==> src/rtl/sw_input_periph_if.sv <==
// LSU-side register bus of the switch input peripheral.
// The slave modport is the peripheral view; the master modport is the LSU or bench view.
interface sw_input_periph_if;
    logic        i_sel;
    logic        i_we;
    logic [3:0]  i_addr;
    logic [31:0] i_wdata;
    logic [31:0] o_rdata;

    modport master (output i_sel, output i_we, output i_addr, output i_wdata, input o_rdata);
    modport slave  (input i_sel, input i_we, input i_addr, input i_wdata, output o_rdata);
endinterface

==> src/rtl/sw_input_periph.sv <==
// Board switch input peripheral: synchronises and debounces a 32-bit switch vector,
// latches per-bit change flags and raises a maskable level interrupt.
module sw_input_periph #(
    parameter int unsigned DB_CYCLES = 16,
    parameter int unsigned CNT_W     = 16
) (
    input  logic             i_clk,
    input  logic             i_rst_n,
    input  logic [31:0]      i_io_sw,
    sw_input_periph_if.slave bus,
    output logic             o_irq,
    output logic [31:0]      o_sw_stable
);

    localparam logic [0:0]       ST_IDLE    = 1'b0;
    localparam logic [0:0]       ST_SETTLE  = 1'b1;
    localparam logic [1:0]       REG_SW     = 2'd0;
    localparam logic [1:0]       REG_STATUS = 2'd1;
    localparam logic [1:0]       REG_MASK   = 2'd2;
    localparam logic [1:0]       REG_INFO   = 2'd3;
    localparam logic [CNT_W-1:0] CNT_ONE    = CNT_W'(1);
    localparam logic [CNT_W-1:0] CNT_LAST   = CNT_W'(DB_CYCLES - 32'd1);
    localparam logic [15:0]      DB_INFO    = 16'(DB_CYCLES);

    logic [31:0]      sync1_q, sync2_q;
    logic [31:0]      cand_q, cand_d;
    logic [31:0]      stable_q, stable_d;
    logic [31:0]      status_q, status_d;
    logic [31:0]      mask_q, mask_d;
    logic [CNT_W-1:0] cnt_q, cnt_d;
    logic [0:0]       state_q, state_d;
    logic             accept_s;
    logic             wr_s;
    logic [1:0]       reg_sel_s;
    logic [31:0]      rdata_s;
    logic             unused_addr_s;

    assign wr_s          = bus.i_sel & bus.i_we;
    assign reg_sel_s     = bus.i_addr[3:2];
    assign unused_addr_s = ^bus.i_addr[1:0];

    // Debounce FSM: a candidate must survive DB_CYCLES consecutive samples to become stable
    always_comb begin
        state_d  = state_q;
        cand_d   = cand_q;
        cnt_d    = cnt_q;
        stable_d = stable_q;
        accept_s = 1'b0;
        case (state_q)
            ST_IDLE: begin
                if (sync2_q != stable_q) begin
                    cand_d  = sync2_q;
                    cnt_d   = CNT_ONE;
                    state_d = ST_SETTLE;
                end else begin
                    state_d = ST_IDLE;
                end
            end
            ST_SETTLE: begin
                if (sync2_q != cand_q) begin
                    cand_d = sync2_q;
                    cnt_d  = CNT_ONE;
                end else if (cnt_q == CNT_LAST) begin
                    stable_d = cand_q;
                    accept_s = 1'b1;
                    state_d  = ST_IDLE;
                end else begin
                    cnt_d = cnt_q + CNT_ONE;
                end
            end
            default: begin
                state_d = ST_IDLE;
            end
        endcase
    end

    // Status W1C and mask writes; change flags are ORed in last so a same-edge set wins
    always_comb begin
        status_d = status_q;
        mask_d   = mask_q;
        if (wr_s && (reg_sel_s == REG_STATUS)) begin
            status_d = status_q & ~bus.i_wdata;
        end else begin
            status_d = status_q;
        end
        if (accept_s) begin
            status_d = status_d | (stable_q ^ cand_q);
        end else begin
            status_d = status_d;
        end
        if (wr_s && (reg_sel_s == REG_MASK)) begin
            mask_d = bus.i_wdata;
        end else begin
            mask_d = mask_q;
        end
    end

    // Read mux: side-effect free, forced to zero outside a selected read and during reset
    always_comb begin
        rdata_s = 32'h0000_0000;
        if (i_rst_n && bus.i_sel && !bus.i_we) begin
            case (reg_sel_s)
                REG_SW:     rdata_s = stable_q;
                REG_STATUS: rdata_s = status_q;
                REG_MASK:   rdata_s = mask_q;
                REG_INFO:   rdata_s = {state_q, 15'h0000, DB_INFO};
                default:    rdata_s = 32'h0000_0000;
            endcase
        end else begin
            rdata_s = 32'h0000_0000;
        end
    end

    // All state: synchroniser chain, debounce FSM and software-visible registers
    always_ff @(posedge i_clk or negedge i_rst_n) begin
        if (!i_rst_n) begin
            sync1_q  <= 32'h0000_0000;
            sync2_q  <= 32'h0000_0000;
            cand_q   <= 32'h0000_0000;
            stable_q <= 32'h0000_0000;
            status_q <= 32'h0000_0000;
            mask_q   <= 32'h0000_0000;
            cnt_q    <= '0;
            state_q  <= ST_IDLE;
        end else begin
            sync1_q  <= i_io_sw;
            sync2_q  <= sync1_q;
            cand_q   <= cand_d;
            stable_q <= stable_d;
            status_q <= status_d;
            mask_q   <= mask_d;
            cnt_q    <= cnt_d;
            state_q  <= state_d;
        end
    end

    assign bus.o_rdata = rdata_s;
    assign o_sw_stable = stable_q;
    assign o_irq       = |(status_q & mask_q);

endmodule

==> src/flat_wrapper.sv <==
// flat-port wrapper written by rule: the top's interface ports become plain ports
module sw_input_periph_flat 
#(
    parameter int unsigned DB_CYCLES = 16,
    parameter int unsigned CNT_W     = 16
)
  (i_clk, i_rst_n, i_io_sw, o_irq, o_sw_stable, bus_i_sel, bus_i_we, bus_i_addr, bus_i_wdata, bus_o_rdata);
  sw_input_periph_if bus_i ();
  input  logic i_clk;
  input  logic i_rst_n;
  input  logic [31:0] i_io_sw;
  output logic o_irq;
  output logic [31:0] o_sw_stable;
  input wire logic [$bits(bus_i.i_sel)-1:0] bus_i_sel;
  input wire logic [$bits(bus_i.i_we)-1:0] bus_i_we;
  input wire logic [$bits(bus_i.i_addr)-1:0] bus_i_addr;
  input wire logic [$bits(bus_i.i_wdata)-1:0] bus_i_wdata;
  output wire logic [$bits(bus_i.o_rdata)-1:0] bus_o_rdata;
  assign bus_i.i_sel = bus_i_sel;
  assign bus_i.i_we = bus_i_we;
  assign bus_i.i_addr = bus_i_addr;
  assign bus_i.i_wdata = bus_i_wdata;
  assign bus_o_rdata = bus_i.o_rdata;
  sw_input_periph #(.DB_CYCLES(DB_CYCLES), .CNT_W(CNT_W)) u_core (.i_clk(i_clk), .i_rst_n(i_rst_n), .i_io_sw(i_io_sw), .bus(bus_i), .o_irq(o_irq), .o_sw_stable(o_sw_stable));
endmodule
==> config.mk <==
export PLATFORM = sky130hd
export DESIGN_NAME = sw_input_periph_flat
export DESIGN_NICKNAME = d
export VERILOG_FILES = /design/src/rtl/sw_input_periph_if.sv /design/src/rtl/sw_input_periph.sv /design/src/flat_wrapper.sv
export SDC_FILE = /design/constraint.sdc
export NUM_CORES = 1
export LEC_CHECK = 0
export BUFFER_PORTS_ARGS = -buffer_cell sky130_fd_sc_hd__buf_2
export CAP_MARGIN = 20
export CORE_MARGIN = 3
export CORE_UTILIZATION = 62
export CTS_BUF_LIST = sky130_fd_sc_hd__clkbuf_8
export CTS_CLUSTER_SIZE = 14
export DETAILED_ROUTE_END_ITERATION = 10
export PLACE_DENSITY = 0.91
export SYNTH_ARGS = -nofsm -noshare
export SYNTH_HDL_FRONTEND = slang
export SYNTH_SLANG_ARGS = --single-unit
==> constraint.sdc <==
create_clock -name i_clk -period 4.6 [get_ports i_clk]
set_input_delay 0 -clock i_clk [delete_from_list [all_inputs] [get_ports i_clk]]
set_output_delay 0 -clock i_clk [all_outputs]
set_load 0.005 [all_outputs]
==> Word-level counts from Yosys, hierarchy flattened <==
Index checks and enable logic that the tools add are counted.
W data, S select, Z words.
{ "classes": {"eq_ne": 9, "bitwise_logic": 8, "mux": 18, "addsub": 1, "reduce_logical": 10} }
{ "ops": {"columns": ["cell", "count"], "rows": [
  ["$mux W32", 5],
  ["$pmux W32 S4", 1],
  ["$and A32 B32 Y32", 2],
  ["$ne A32 B32 Y1", 2],
  ["$pmux W32 S2", 1],
  ["$mux W16", 3],
  ["$not A32 Y32", 1],
  ["$or A32 B32 Y32", 1],
  ["$pmux W16 S2", 1],
  ["$reduce_or A32 Y1", 1],
  ["$xor A32 B32 Y32", 1],
  ["$add A16 B1 Y16 const B", 1],
  ["$eq A16 B4 Y1 const B", 1],
  ["$mux W1", 6],
  ["$eq A2 B2 Y1 const B", 2],
  ["$logic_and A1 B1 Y1", 4],
  ["$reduce_and A2 Y1", 2],
  ["$ne A3 B3 Y1 const B", 1],
  ["$reduce_and A3 Y1", 1],
  ["$eq A2 B1 Y1 const B", 1],
  ["$logic_not A2 Y1", 1],
  ["$ne A2 B1 Y1 const B", 1],
  ["$ne A2 B2 Y1 const B", 1],
  ["$not A1 Y1", 2],
  ["other kinds (3)", 3]
]} }
{ "totals": {"register_bits": 209} }

==> Longest topological paths before layout <==
Gate-level depths: netlist of the first run.
{ "logic_depth": {"word_depth": 5, "mapped_depth": 8, "ltp_nobuf": 7} }

==> Worst setup path after synthesis of the first run <==
Ideal clock, no wire load.
{ "synth_path": {"path_type": "register to register", "start": "register u_core.stable_q[7] (netlist: u_core.o_sw_stable[7])", "end": "register u_core.cand_q[0]", "stages_incl_launch_ff": 8, "arrival_ns": 1.908, "t_required_ns": 4.475, "path_slack_ns": 2.567, "n_path_buf": 1, "setup_ns": 0.125, "cell_sequence": "dfrtp_1 -> xnor2_1 -> nand4_1 -> or3_1 -> nor3_4 -> nor2_2 -> buf_6 -> mux2_4"} }
{ "synth_via": {"elab_chain_cells": 3} }
{ "synth_lines": {"columns": ["element", "line_no", "source"], "rows": [
  ["start: declaration", "sw_input_periph.sv:27", "logic [31:0] stable_q, stable_d;"],
  ["start signal: assignment", "sw_input_periph.sv:129", "stable_q <= stable_d;"],
  ["$ne A32 B32 Y1", "sw_input_periph.sv:51", "if (sync2_q != stable_q) begin"],
  ["$ne A2 B1 Y1 (no source line)", null, null],
  ["$reduce_and A2 Y1 (no source line)", null, null],
  ["end signal: assignment", "sw_input_periph.sv:128", "cand_q <= cand_d;"],
  ["end: declaration", "sw_input_periph.sv:26", "logic [31:0] cand_q, cand_d;"]
]} }
Every way passes these cells.
A chain may end at the register's enable or synchronous reset.

==> Worst setup path in the final report of the first run <==
{ "layout_path": {"start": "register u_core.cand_q[30]", "end": "register u_core.cand_q[6]"} }
{ "layout_via": {"elab_chain_cells": 3} }
{ "layout_lines": {"columns": ["element", "line_no", "source"], "rows": [
  ["$ne A32 B32 Y1", "sw_input_periph.sv:60", "if (sync2_q != cand_q) begin"],
  ["$ne A2 B2 Y1 (no source line)", null, null],
  ["$reduce_and A2 Y1 (no source line)", null, null]
]} }
Every way passes these cells.

==> key figures, run 1 <==
Power
  – Sequential group share of total power: 0.500
  – Peak supply drop: 237 uV
  – Leakage power summed over all cells: 5.67 nW
  – Switching component of the power: between 1 and 1.5 mW
  – Power density cells: roughly 370 mW/mm2
  – Switching power share of the total: 0.262
  – Internal Pwr Total: 3.19 mW
  – Post-route total power: between 4 and 5 mW
  – Share of total power in the clock network: 0.389
  – Combinational cell fraction of total power: 0.111

Timing
  – Fmax: 302 MHz
  – Fin. max-slew vios: 0
  – Final number of hold-violating endpoints: 0
  – Layout Skew: 0.0416 ns
  – Final Cycle Share: 0.720
  – Slew margin rel.: 0.372
  – Setup slack of the critical path after layout: ~1.3 ns
  – Worst-Margin Slew: around 0.94 ns
  – Setup Viol. Count Final: 0
  – Final hold slack: approximately 0.012 ns
  – Unrepaired setup endpoints after global routing: false
  – Total Negative Setup Slacks: 0 ns
  – Fin crit period: 3.31 ns

Route
  – Antenna Violating Nets Remaining: 0
  – Final routed DRC violation total: 0
  – Wirelength per Cell: between 20 and 25 um
  – Violation count after the first detailed-route iteration: a little over 900
  – Via count: around 7,500
  – Via count normalized by instance count: slightly above 6
  – Final WL: 26,300 um
  – Count of TritonRoute iterations in the first routing pass: 6

Placed design
  – Weighted congestion reported at the end of routability-driven placement: between 0.8 and 0.9
  – Worst slack after detailed placement: 1.46 ns
  – Cell Count Post-Placement: 1,085
  – Detail Placement HPWL: roughly 16,000 um
  – Number of buffers added on ports: roughly 130

GRT
  – GRT Resource Usage Total: 0.324
  – Leftover overflow at the end of global routing: 0
  – Met1 Track Usage GR: 0.443
  – Most used routing layer in global routing: met2
  – Met2 GRT Util: 0.498
  – Largest net degree at the start of global routing: 76
  – Global Route met3 Usage: 0.0668
  – First-pass GRT wire length: 41,800 um
  – Number of antenna violations at the first check in global routing: 0
  – Vias in the first global route: 7,632

Run
  – Max capacitance violation total: 0

Floorplanning
  – Area enclosed by the die boundary: 0.0167 mm2
  – I/O Pins: approximately 140
  – Number of placement rows: 44
  – Initial Util: 0.641
  – Die Width: between 100 and 150 um
  – Height of the chip: between 100 and 150 um
  – Area of the core region: about 0.015 mm2

Critical path
  – Number of cells traversed by the worst register-to-register path: 7
  – CP startpoint kind: flip-flop
  – Type of the worst setup path: flip-flop to flip-flop
  – Top fanout value on the critical path: 26
  – Req. time, crit path: 4.98 ns
  – Critical R2R Capture: u_core.cand_q[6]
  – Arrival time of the worst setup path: between 3 and 4 ns
  – Category of the worst setup path capture point: flip-flop
  – Minimum setup slack among reg-to-reg paths: ~1.3 ns
  – Worst r2r src: u_core.cand_q[30]

Final layout
  – Post-synthesis to final-layout area growth: 23.2%
  – Most common cell after layout, fill and taps aside: sky130_fd_sc_hd__dfrtp_1
  – Net total in the final layout: approximately 1,100
  – Share of cells above drive strength 1: 0.292
  – Most frequent cells in the layout: sky130_fd_sc_hd__dfrtp_1, sky130_fd_sc_hd__buf_2, sky130_fd_sc_hd__nor2_1, sky130_fd_sc_hd__nand2_1, sky130_fd_sc_hd__mux2_2
  – Post-layout instance count excluding filler cells: ~1,200
  – Antenna diode instance count: 0
  – Number of fillers in the final layout: ~800

CTS
  – Clk Latency, worst-skew pair: between 0.5 and 0.6 ns
  – Number of cells upsized or downsized after cts: 0
  – Clock-pin slew of the registers on the worst-case setup and hold paths: 0.06 ns
  – TritonCTS clock tree: built
  – H-Tree Depth: 2
  – Number of clock buffers inserted by TritonCTS: 36
  – Clock sink count: about 210
  – Maximum root-to-sink buffer count: 3
  – CTS Root Cell: sky130_fd_sc_hd__clkbuf_8

Yosys
  – Primary FF master, synth: sky130_fd_sc_hd__dfrtp_1
  – Number of warnings issued by yosys: 0
  – Post-Synthesis Cells: slightly below 800
  – Syn Area/Cell: around 12 um2
  – Cell area after synthesis: approximately 0.0094 mm2
  – Distinct cells, synth: 46
  – Number of synthesized flops with an enable pin: 0
  – Number of synthesized register bits: between 200 and 250
  – Share of synthesized area occupied by flip-flops and latches: 0.555
  – Synth async-reset ratio: 1.00
  – Net Count, Synth: ~870

Outcome
  – Run status: finished, final reports clean

Worst hold path
  – Class of the most critical hold timing path: input port to asynchronous set/reset pin
==> per-stage QoR <==
stage | cell area [um2] | util
2_1_floorplan | 9430 | -
3_3_place_gp | 10200 | 0.697
3_5_place_dp | 10200 | 0.697
4_1_cts | 11600 | 0.790
5_1_grt | 11600 | 0.790
6_report | 11600 | 0.790
==> area by class of cell <==
cell class,instances,area (um2),share of cell area
multi-input cells,547,4030,0.347
repair buffers,209,1410,0.121
inverters,1,3.75,0.000323
clock inverters,14,87.6,0.00754
well taps,184,230,0.0198
clock buffers,46,633,0.0545
flip-flops and latches,209,5230,0.450
==> cells by family after synthesis <==
| family | share of synthesized area |
|---|---|
| buffers and inverters | 0.0190 |
| and+or+nand+nor | 0.111 |
| DFF | 0.555 |
| adders and majority gates | 0.00133 |
| muxes | 0.162 |
| xor gates and xnor gates | 0.0892 |
| AOI/OAI and AO/OA | 0.0629 |
==> worst max-delay path, cell delays in order, from the launching register on <==
cell,delay [ns]
sky130_fd_sc_hd__dfrtp_1,0.43
sky130_fd_sc_hd__xnor2_1,0.31
sky130_fd_sc_hd__nand4_1,0.19
sky130_fd_sc_hd__nor4_1,0.59
sky130_fd_sc_hd__and3b_1,0.81
sky130_fd_sc_hd__nor2_4,0.15
sky130_fd_sc_hd__buf_4,0.33
sky130_fd_sc_hd__mux2_4,0.35
==> what timing repair did <==
item                      in CTS  in global routing
buffers inserted               0                  0
hold endpoints to repair     160                  0
hold buffers                  65                  0
==> worst max path at each step <==
| stage | start | to | cells after the start |
|---|---|---|---|
| 6_report | u_core.cand_q[30] | u_core.cand_q[6] | 7 |
| 5_1_grt | u_core.cand_q[6] | u_core.cand_q[19] | 7 |
| 4_1_cts | u_core.cand_q[23] | u_core.cand_q[9] | 7 |
| 3_5_place_dp | u_core.cand_q[9] | u_core.cand_q[9] | 7 |
| 3_3_place_gp | u_core.cand_q[30] | u_core.cand_q[19] | 7 |
| 2_1_floorplan | u_core.o_sw_stable[7] | u_core.cand_q[0] | 7 |
==> power groups by stage <==
stage,Combinational (mW),Sequential [mW],Clock (mW)
final,0.477,2.16,1.68
after global routing,0.518,2.17,1.78
after CTS,0.462,2.14,1.68
after detailed placement,0.408,2.17,0
after global placement,0.391,2.16,0
after floorplan,0.267,2.12,0
==> flip-flops by register name, indices dropped and copies added (netlist names) <==
signal and cells:
u_core.cand_q 32, u_core.mask_q 32, u_core.o_sw_stable 32, u_core.status_q 32
u_core.sync1_q 32, u_core.sync2_q 32, u_core.cnt_q 16, u_core.state_q 1
==> Yosys cell counts, types with 2 or more instances <==
library cell | number | area share
sky130_fd_sc_hd__nand2_1 | 72 | 0.029
sky130_fd_sc_hd__clkbuf_1 | 20 | 0.0080
sky130_fd_sc_hd__mux2_4 | 30 | 0.048
sky130_fd_sc_hd__and3_1 | 17 | 0.011
sky130_fd_sc_hd__buf_2 | 5 | 0.0027
sky130_fd_sc_hd__a221oi_1 | 2 | 0.0019
sky130_fd_sc_hd__mux2_2 | 66 | 0.079
sky130_fd_sc_hd__xor2_1 | 31 | 0.029
sky130_fd_sc_hd__o21ai_1 | 3 | 0.0016
sky130_fd_sc_hd__nor2b_1 | 5 | 0.0033
sky130_fd_sc_hd__a221o_1 | 9 | 0.0096
sky130_fd_sc_hd__buf_6 | 3 | 0.0036
sky130_fd_sc_hd__clkbuf_2 | 3 | 0.0016
sky130_fd_sc_hd__nand3_1 | 16 | 0.0085
sky130_fd_sc_hd__nand4_1 | 12 | 0.0080
sky130_fd_sc_hd__or3_1 | 2 | 0.0013
sky130_fd_sc_hd__nor2_1 | 75 | 0.030
sky130_fd_sc_hd__nor3_1 | 4 | 0.0021
sky130_fd_sc_hd__a22o_1 | 4 | 0.0037
sky130_fd_sc_hd__o21ai_0 | 30 | 0.016
sky130_fd_sc_hd__dfrtp_1 | 209 | 0.55
sky130_fd_sc_hd__mux2i_1 | 31 | 0.033
sky130_fd_sc_hd__a21oi_1 | 34 | 0.018
sky130_fd_sc_hd__nor4_1 | 10 | 0.0066
sky130_fd_sc_hd__a22oi_1 | 12 | 0.0096
sky130_fd_sc_hd__xnor2_1 | 65 | 0.060
sky130_fd_sc_hd__buf_4 | 3 | 0.0024
==> routing by layer <==
metal	vias up	share of wire	wire length [um]
met5	-	0	0
met3	127	0.10	2640
met2	577	0.47	12300
met1	3644	0.38	10100
met4	0	0.052	1360
li1	3178	-	-
(Power assumes the default switching activity.)
==> run 2: changes to the inputs <==
--- a/config.mk
+++ b/config.mk
@@ -8,11 +8,11 @@
 export BUFFER_PORTS_ARGS = -buffer_cell sky130_fd_sc_hd__buf_2
 export CAP_MARGIN = 20
 export CORE_MARGIN = 3
-export CORE_UTILIZATION = 62
+export CORE_UTILIZATION = 54
 export CTS_BUF_LIST = sky130_fd_sc_hd__clkbuf_8
 export CTS_CLUSTER_SIZE = 14
 export DETAILED_ROUTE_END_ITERATION = 10
-export PLACE_DENSITY = 0.91
+export PLACE_DENSITY = 0.84
 export SYNTH_ARGS = -nofsm -noshare
 export SYNTH_HDL_FRONTEND = slang
 export SYNTH_SLANG_ARGS = --single-unit
==> constraint.sdc (replaced) <==
create_clock -name i_clk -period 2.7 [get_ports i_clk]
set_input_delay 0 -clock i_clk [delete_from_list [all_inputs] [get_ports i_clk]]
set_output_delay 0 -clock i_clk [all_outputs]
set_load 0.005 [all_outputs]
==> key figures, run 2 (same netlist as run 1, synthesis figures left out) <==
Outcome
  – Run status: finished, final reports clean

Route
  – Detailed-routed wire length on met3: 1820 um
  – Final routed DRC violation total: 0
  – Antenna Violating Nets Remaining: 0
  – Violation count after the first detailed-route iteration: approximately 600
  – Length of routed met2 wiring: 12,000 um
  – WL met1: about 10,000 um
  – Top layer used by detailed routing: met4
  – Count of TritonRoute iterations in the first routing pass: 5
  – Via count normalized by instance count: 5.72
  – Final WL: about 25,000 um
  – Via count: around 7,200
  – Wirelength per Cell: 20.0 um

Timing
  – Final hold slack: 0.0427 ns
  – Setup Viol. Count Final: 0
  – Total Negative Setup Slacks: 0 ns
  – Worst-Margin Slew: 0.682 ns
  – Slew margin rel.: 0.545
  – Final Cycle Share: 0.940
  – Final number of hold-violating endpoints: 0
  – Fmax: 394 MHz
  – Setup slack of the critical path after layout: between 0.15 and 0.2 ns
  – Fin. max-slew vios: 0
  – Fin crit period: between 2 and 3 ns
  – Unrepaired setup endpoints after global routing: false
  – Layout Skew: 0.0230 ns

Worst hold path
  – Class of the most critical hold timing path: input port to asynchronous set/reset pin

GRT
  – First-pass GRT wire length: ~40,000 um
  – Number of antenna violations at the first check in global routing: 0
  – Largest net degree at the start of global routing: 93
  – Vias in the first global route: approximately 7,300
  – Leftover overflow at the end of global routing: 0
  – GRT Resource Usage Total: 0.263

CTS
  – Number of clock buffers inserted by TritonCTS: 34
  – Post-CTS setup repair buffer count: 0
  – H-Tree Depth: 2
  – Clock-pin slew of the registers on the worst-case setup and hold paths: approximately 0.060 ns
  – Maximum root-to-sink buffer count: 3
  – TritonCTS clock tree: built
  – Clock sink count: about 210
  – Clk Latency, worst-skew pair: approximately 0.52 ns
  – CTS Root Cell: sky130_fd_sc_hd__clkbuf_8

Final layout
  – Share of cells above drive strength 1: 0.296
  – Most frequent cells in the layout: sky130_fd_sc_hd__dfrtp_1, sky130_fd_sc_hd__buf_2, sky130_fd_sc_hd__nor2_1, sky130_fd_sc_hd__nand2_1, sky130_fd_sc_hd__mux2_2
  – Antenna diode instance count: 0
  – Net total in the final layout: roughly 1,100
  – Post-synthesis to final-layout area growth: 24.6%
  – Most common cell after layout, fill and taps aside: sky130_fd_sc_hd__dfrtp_1
  – Layout Cell Area excl Fill: approximately 0.012 mm2

Placed design
  – Placed Area: 0.0104 mm2
  – Weighted congestion reported at the end of routability-driven placement: 0.852
  – Detail Placement HPWL: ~16,000 um
  – Number of buffers added on ports: ~130
  – Worst slack after detailed placement: 0.192 ns

Power
  – Switching component of the power: ~1.9 mW
  – Switching power share of the total: 0.256
  – Sequential group share of total power: 0.506
  – Power density cells: 616 mW/mm2
  – Leakage power summed over all cells: about 5.7 nW
  – Peak supply drop: between 300 and 400 uV
  – Post-route total power: ~7.2 mW
  – Internal Pwr Total: around 5.4 mW
  – Share of total power in the clock network: 0.384
  – Combinational cell fraction of total power: 0.110

Floorplanning
  – I/O Pins: 137
  – Number of placement rows: between 40 and 50
  – Initial Util: 0.561
  – Area of the core region: 0.0168 mm2
  – Die Width: about 140 um
  – Area enclosed by the die boundary: roughly 0.019 mm2
  – Height of the chip: around 140 um

Critical path
  – Type of the worst setup path: flip-flop to flip-flop
  – Arrival time of the worst setup path: between 2 and 3 ns
  – Category of the worst setup path capture point: flip-flop
  – Req. time, crit path: about 3.1 ns
  – Top fanout value on the critical path: 16
  – CP startpoint kind: flip-flop

Run
  – Max capacitance violation total: 0
run 2: cell count changes in the layout (fill, tap and decap cells not counted):
cell / delta
sky130_fd_sc_hd__buf_4: +5
sky130_fd_sc_hd__nor4_2: +1
sky130_fd_sc_hd__buf_12: +2
sky130_fd_sc_hd__inv_1: +3
sky130_fd_sc_hd__clkinv_2: +2
sky130_fd_sc_hd__buf_16: +1
sky130_fd_sc_hd__clkbuf_8: -5
sky130_fd_sc_hd__bufinv_16: +1
sky130_fd_sc_hd__nor4_1: -1
sky130_fd_sc_hd__clkinvlp_4: -1
run 2: critical path, cell delays in order, from the launching register on:
cell and delay (ns):
sky130_fd_sc_hd__dfrtp_1 0.47, sky130_fd_sc_hd__xor2_1 0.20, sky130_fd_sc_hd__nor4_1 0.51, sky130_fd_sc_hd__nand4_1 0.24, sky130_fd_sc_hd__nor3_4 0.29, sky130_fd_sc_hd__nor2_4 0.17, sky130_fd_sc_hd__buf_16 0.21, sky130_fd_sc_hd__mux2_4 0.31
run 2: power groups by stage:
stage               combinational, mW  clock [mW]  sequential [mW]
floorplan                       0.454           0             3.61
global route                    0.870        2.99             3.69
CTS                             0.787        2.83             3.65
finish                          0.793        2.78             3.66
global placement                0.682           0             3.68
detailed placement              0.705           0             3.70
run 2: metal layers:
layer	vias to the layer above	global-route usage
li1	3201	-
met1	3513	0.351
met2	372	0.421
met3	82	0.0556
met4	0	0.113
met5	-	0
run 2: worst paths after layout:
path,from,to,slack (ns),cells past startpoint
max,u_core.o_sw_stable[19],u_core.cand_q[12],0.16,7
min,i_rst_n,u_core.o_sw_stable[19],0.04,2
max reg2reg,u_core.o_sw_stable[19],u_core.cand_q[12],0.16,7
min reg2reg,u_core.sync1_q[1],u_core.sync2_q[1],0.34,0
max in group asynchronous,i_rst_n,u_core.o_sw_stable[20],1.77,3
min in group i_clk,i_io_sw[11],u_core.sync1_q[11],0.13,2
run 2: through the flow:
stage	utilization	instances
global placement	0.617	1128
global route	0.699	1254
floorplan	-	792
finish	0.699	1254
CTS	0.698	1254
detailed placement	0.618	1129
run 2: what timing repair did:
action | 4_1_cts | 5_1_grt
endpoints found under the hold margin | 154 | 0
gates resized for setup | 0 | 1
hold buffers | 65 | 0
setup endpoints to repair | 0 | 4
run 2: cell type report:
cell class | instances | area (um2)
flip-flops and latches | 209 | 5230
fillers | 1131 | 5070
multi-input cells | 547 | 4030
repair buffers | 217 | 1510
clock buffers | 41 | 564
well taps | 220 | 275
clock inverters | 19 | 131
inverters | 1 | 3.75
==> run 3: changes to the inputs <==
--- a/config.mk
+++ b/config.mk
@@ -5,14 +5,15 @@
 export SDC_FILE = /design/constraint.sdc
 export NUM_CORES = 1
 export LEC_CHECK = 0
+export ABC_CLOCK_PERIOD_IN_PS = 2900
 export BUFFER_PORTS_ARGS = -buffer_cell sky130_fd_sc_hd__buf_2
 export CAP_MARGIN = 20
 export CORE_MARGIN = 3
-export CORE_UTILIZATION = 54
-export CTS_BUF_LIST = sky130_fd_sc_hd__clkbuf_8
+export CORE_UTILIZATION = 59
+export CTS_BUF_LIST = sky130_fd_sc_hd__clkbuf_4 sky130_fd_sc_hd__clkbuf_8
 export CTS_CLUSTER_SIZE = 14
 export DETAILED_ROUTE_END_ITERATION = 10
-export PLACE_DENSITY = 0.84
+export PLACE_DENSITY = 0.87
 export SYNTH_ARGS = -nofsm -noshare
 export SYNTH_HDL_FRONTEND = slang
 export SYNTH_SLANG_ARGS = --single-unit
==> constraint.sdc (replaced) <==
create_clock -name i_clk -period 2.9 [get_ports i_clk]
set_input_delay 0 -clock i_clk [delete_from_list [all_inputs] [get_ports i_clk]]
set_output_delay 0 -clock i_clk [all_outputs]
set_load 0.005 [all_outputs]
==> key figures, run 3 (same netlist as run 1, synthesis figures left out) <==
CTS
  – H-Tree Depth: 2
  – Clock-pin slew of the registers on the worst-case setup and hold paths: around 0.060 ns
  – Number of clock buffers inserted by TritonCTS: 35
  – Post-CTS setup repair buffer count: 0
  – CTS Root Cell: sky130_fd_sc_hd__clkbuf_8
  – Maximum root-to-sink buffer count: 3
  – Clk Latency, worst-skew pair: a little over 0.5 ns
  – Number of cells upsized or downsized after cts: 0
  – Post-CTS Hold Fix Bufs: 65
  – TritonCTS clock tree: built
  – Clock sink count: between 200 and 250

Final layout
  – Net total in the final layout: around 1,100
  – Area of combinational cells with multiple inputs: 0.00403 mm2
  – Util after Layout: 0.761
  – Share of cells above drive strength 1: 0.304
  – Most frequent cells in the layout: sky130_fd_sc_hd__dfrtp_1, sky130_fd_sc_hd__buf_2, sky130_fd_sc_hd__nor2_1, sky130_fd_sc_hd__nand2_1, sky130_fd_sc_hd__mux2_2
  – Antenna diode instance count: 0
  – Most common cell after layout, fill and taps aside: sky130_fd_sc_hd__dfrtp_1
  – Layout Cell Area excl Fill: 0.0117 mm2
  – Number of fillers in the final layout: 896
  – Total area of sequential cells: ~0.0052 mm2
  – Post-synthesis to final-layout area growth: 24.4%

Critical path
  – Crit path buf inv count: 1
  – Worst r2r src: u_core.cand_q[9]
  – Req. time, crit path: approximately 3.3 ns
  – Type of the worst setup path: flip-flop to flip-flop
  – Cells along the critical path: xnor2_1, nand4_1, nor4b_1, and4b_1, buf_4, mux2_2
  – Slowest cell on the critical path: sky130_fd_sc_hd__dfrtp_1
  – Crit path from: u_core.cand_q[9]
  – Delay of the slowest critical-path stage: 0.44 ns
  – Top fanout value on the critical path: 19
  – Category of the worst setup path capture point: flip-flop
  – Arrival time of the worst setup path: between 2 and 3 ns
  – Kind of cell with the highest combined delay on the critical path: simple AND/OR/NAND/NOR gates
  – Minimum setup slack among reg-to-reg paths: about 0.43 ns
  – CP startpoint kind: flip-flop

GRT
  – Largest net degree at the start of global routing: 94
  – First-pass GRT wire length: 40,000 um
  – Vias in the first global route: 7,491
  – Number of antenna violations at the first check in global routing: 0
  – GRT Resource Usage Total: 0.289
  – Leftover overflow at the end of global routing: 0

Floorplanning
  – Die Width: between 100 and 150 um
  – Height of the chip: 132 um
  – Area enclosed by the die boundary: ~0.018 mm2
  – I/O Pins: roughly 140
  – Initial Util: 0.611
  – Area of the core region: ~0.015 mm2
  – Number of placement rows: 45

Route
  – Final WL: between 20,000 and 30,000 um
  – Via count: 7,331
  – Top layer used by detailed routing: met4
  – Length of routed met2 wiring: about 12,000 um
  – Detailed-routed wire length on met3: between 2000 and 2500 um
  – Via count normalized by instance count: just under 6
  – Antenna Violating Nets Remaining: 0
  – WL met1: 9800 um
  – Count of TritonRoute iterations in the first routing pass: 6
  – Violation count after the first detailed-route iteration: about 750
  – Final routed DRC violation total: 0
  – Wirelength per Cell: roughly 20 um

Timing
  – Final hold slack: about 0.035 ns
  – Setup slack of the critical path after layout: 0.427 ns
  – Fin crit period: 2.47 ns
  – Final number of hold-violating endpoints: 0
  – Worst-Margin Slew: ~0.76 ns
  – Slew margin rel.: 0.491
  – Fin. max-slew vios: 0
  – Fmax: just over 400 MHz
  – Unrepaired setup endpoints after global routing: false
  – Final Cycle Share: 0.853
  – Layout Skew: between 0.02 and 0.03 ns
  – Total Negative Setup Slacks: 0 ns
  – Setup Viol. Count Final: 0

Power
  – Switching power share of the total: 0.248
  – Share of total power in the clock network: 0.401
  – Sequential group share of total power: 0.493
  – Power density cells: approximately 600 mW/mm2
  – Switching component of the power: approximately 1.7 mW
  – Leakage power summed over all cells: between 5 and 6 nW
  – Internal Pwr Total: 5.21 mW
  – Combinational cell fraction of total power: 0.107
  – Peak supply drop: around 500 uV

Placed design
  – Number of buffers added on ports: around 130
  – Weighted congestion reported at the end of routability-driven placement: between 0.8 and 0.9
  – Detail Placement HPWL: approximately 16,000 um
  – Placed Area: between 0.01 and 0.015 mm2
  – Worst slack after detailed placement: around 0.49 ns

Worst hold path
  – Class of the most critical hold timing path: input port to asynchronous set/reset pin

Outcome
  – Run status: finished, final reports clean

Run
  – Max capacitance violation total: 0
-- run 3: layout make-up --
class,instances,area share
inverters,1,0.000320
clock buffers,54,0.0575
flip-flops and latches,209,0.446
repair buffers,213,0.123
clock inverters,7,0.00725
multi-input cells,547,0.343
well taps,211,0.0225
-- run 3: path summary, 6_finish.rpt --
check / to / cells after the start
worst min-delay path: u_core.mask_q[25] / 2
worst max-delay path: u_core.o_sw_stable[26] / 6
max in group asynchronous: u_core.sync1_q[16] / 3
worst max register to register: u_core.o_sw_stable[26] / 6
worst min register to register: u_core.sync2_q[5] / 0
min in group i_clk: u_core.sync1_q[21] / 2
-- run 3: metrics by stage --
stage               power, mW  cells
floorplan                3.79    792
global placement         4.05   1116
detailed placement       4.09   1116
CTS                      6.95   1242
global route             7.20   1242
finish                   6.93   1242
-- run 3: worst reg2reg max path: stages (launching register included) --
cell	delay [ns]
sky130_fd_sc_hd__dfrtp_1	0.44
sky130_fd_sc_hd__xnor2_1	0.35
sky130_fd_sc_hd__nand4_1	0.22
sky130_fd_sc_hd__nor4b_1	0.39
sky130_fd_sc_hd__and4b_1	0.28
sky130_fd_sc_hd__buf_4	0.30
sky130_fd_sc_hd__mux2_2	0.39
-- run 3: metal layers --
| layer | GRT usage | up-vias |
|---|---|---|
| met1 | 0.384 | 3586 |
| met5 | 0 | - |
| met4 | 0.151 | 0 |
| met3 | 0.0532 | 102 |
| li1 | - | 3195 |
| met2 | 0.457 | 448 |
-- run 3: power groups by stage --
stage | clock network (mW) | registers [mW] | logic, mW
after global placement | 0 | 3.42 | 0.625
final | 2.78 | 3.41 | 0.738
after CTS | 2.82 | 3.40 | 0.728
after floorplan | 0 | 3.36 | 0.423
after global routing | 2.96 | 3.43 | 0.806
after detailed placement | 0 | 3.44 | 0.650
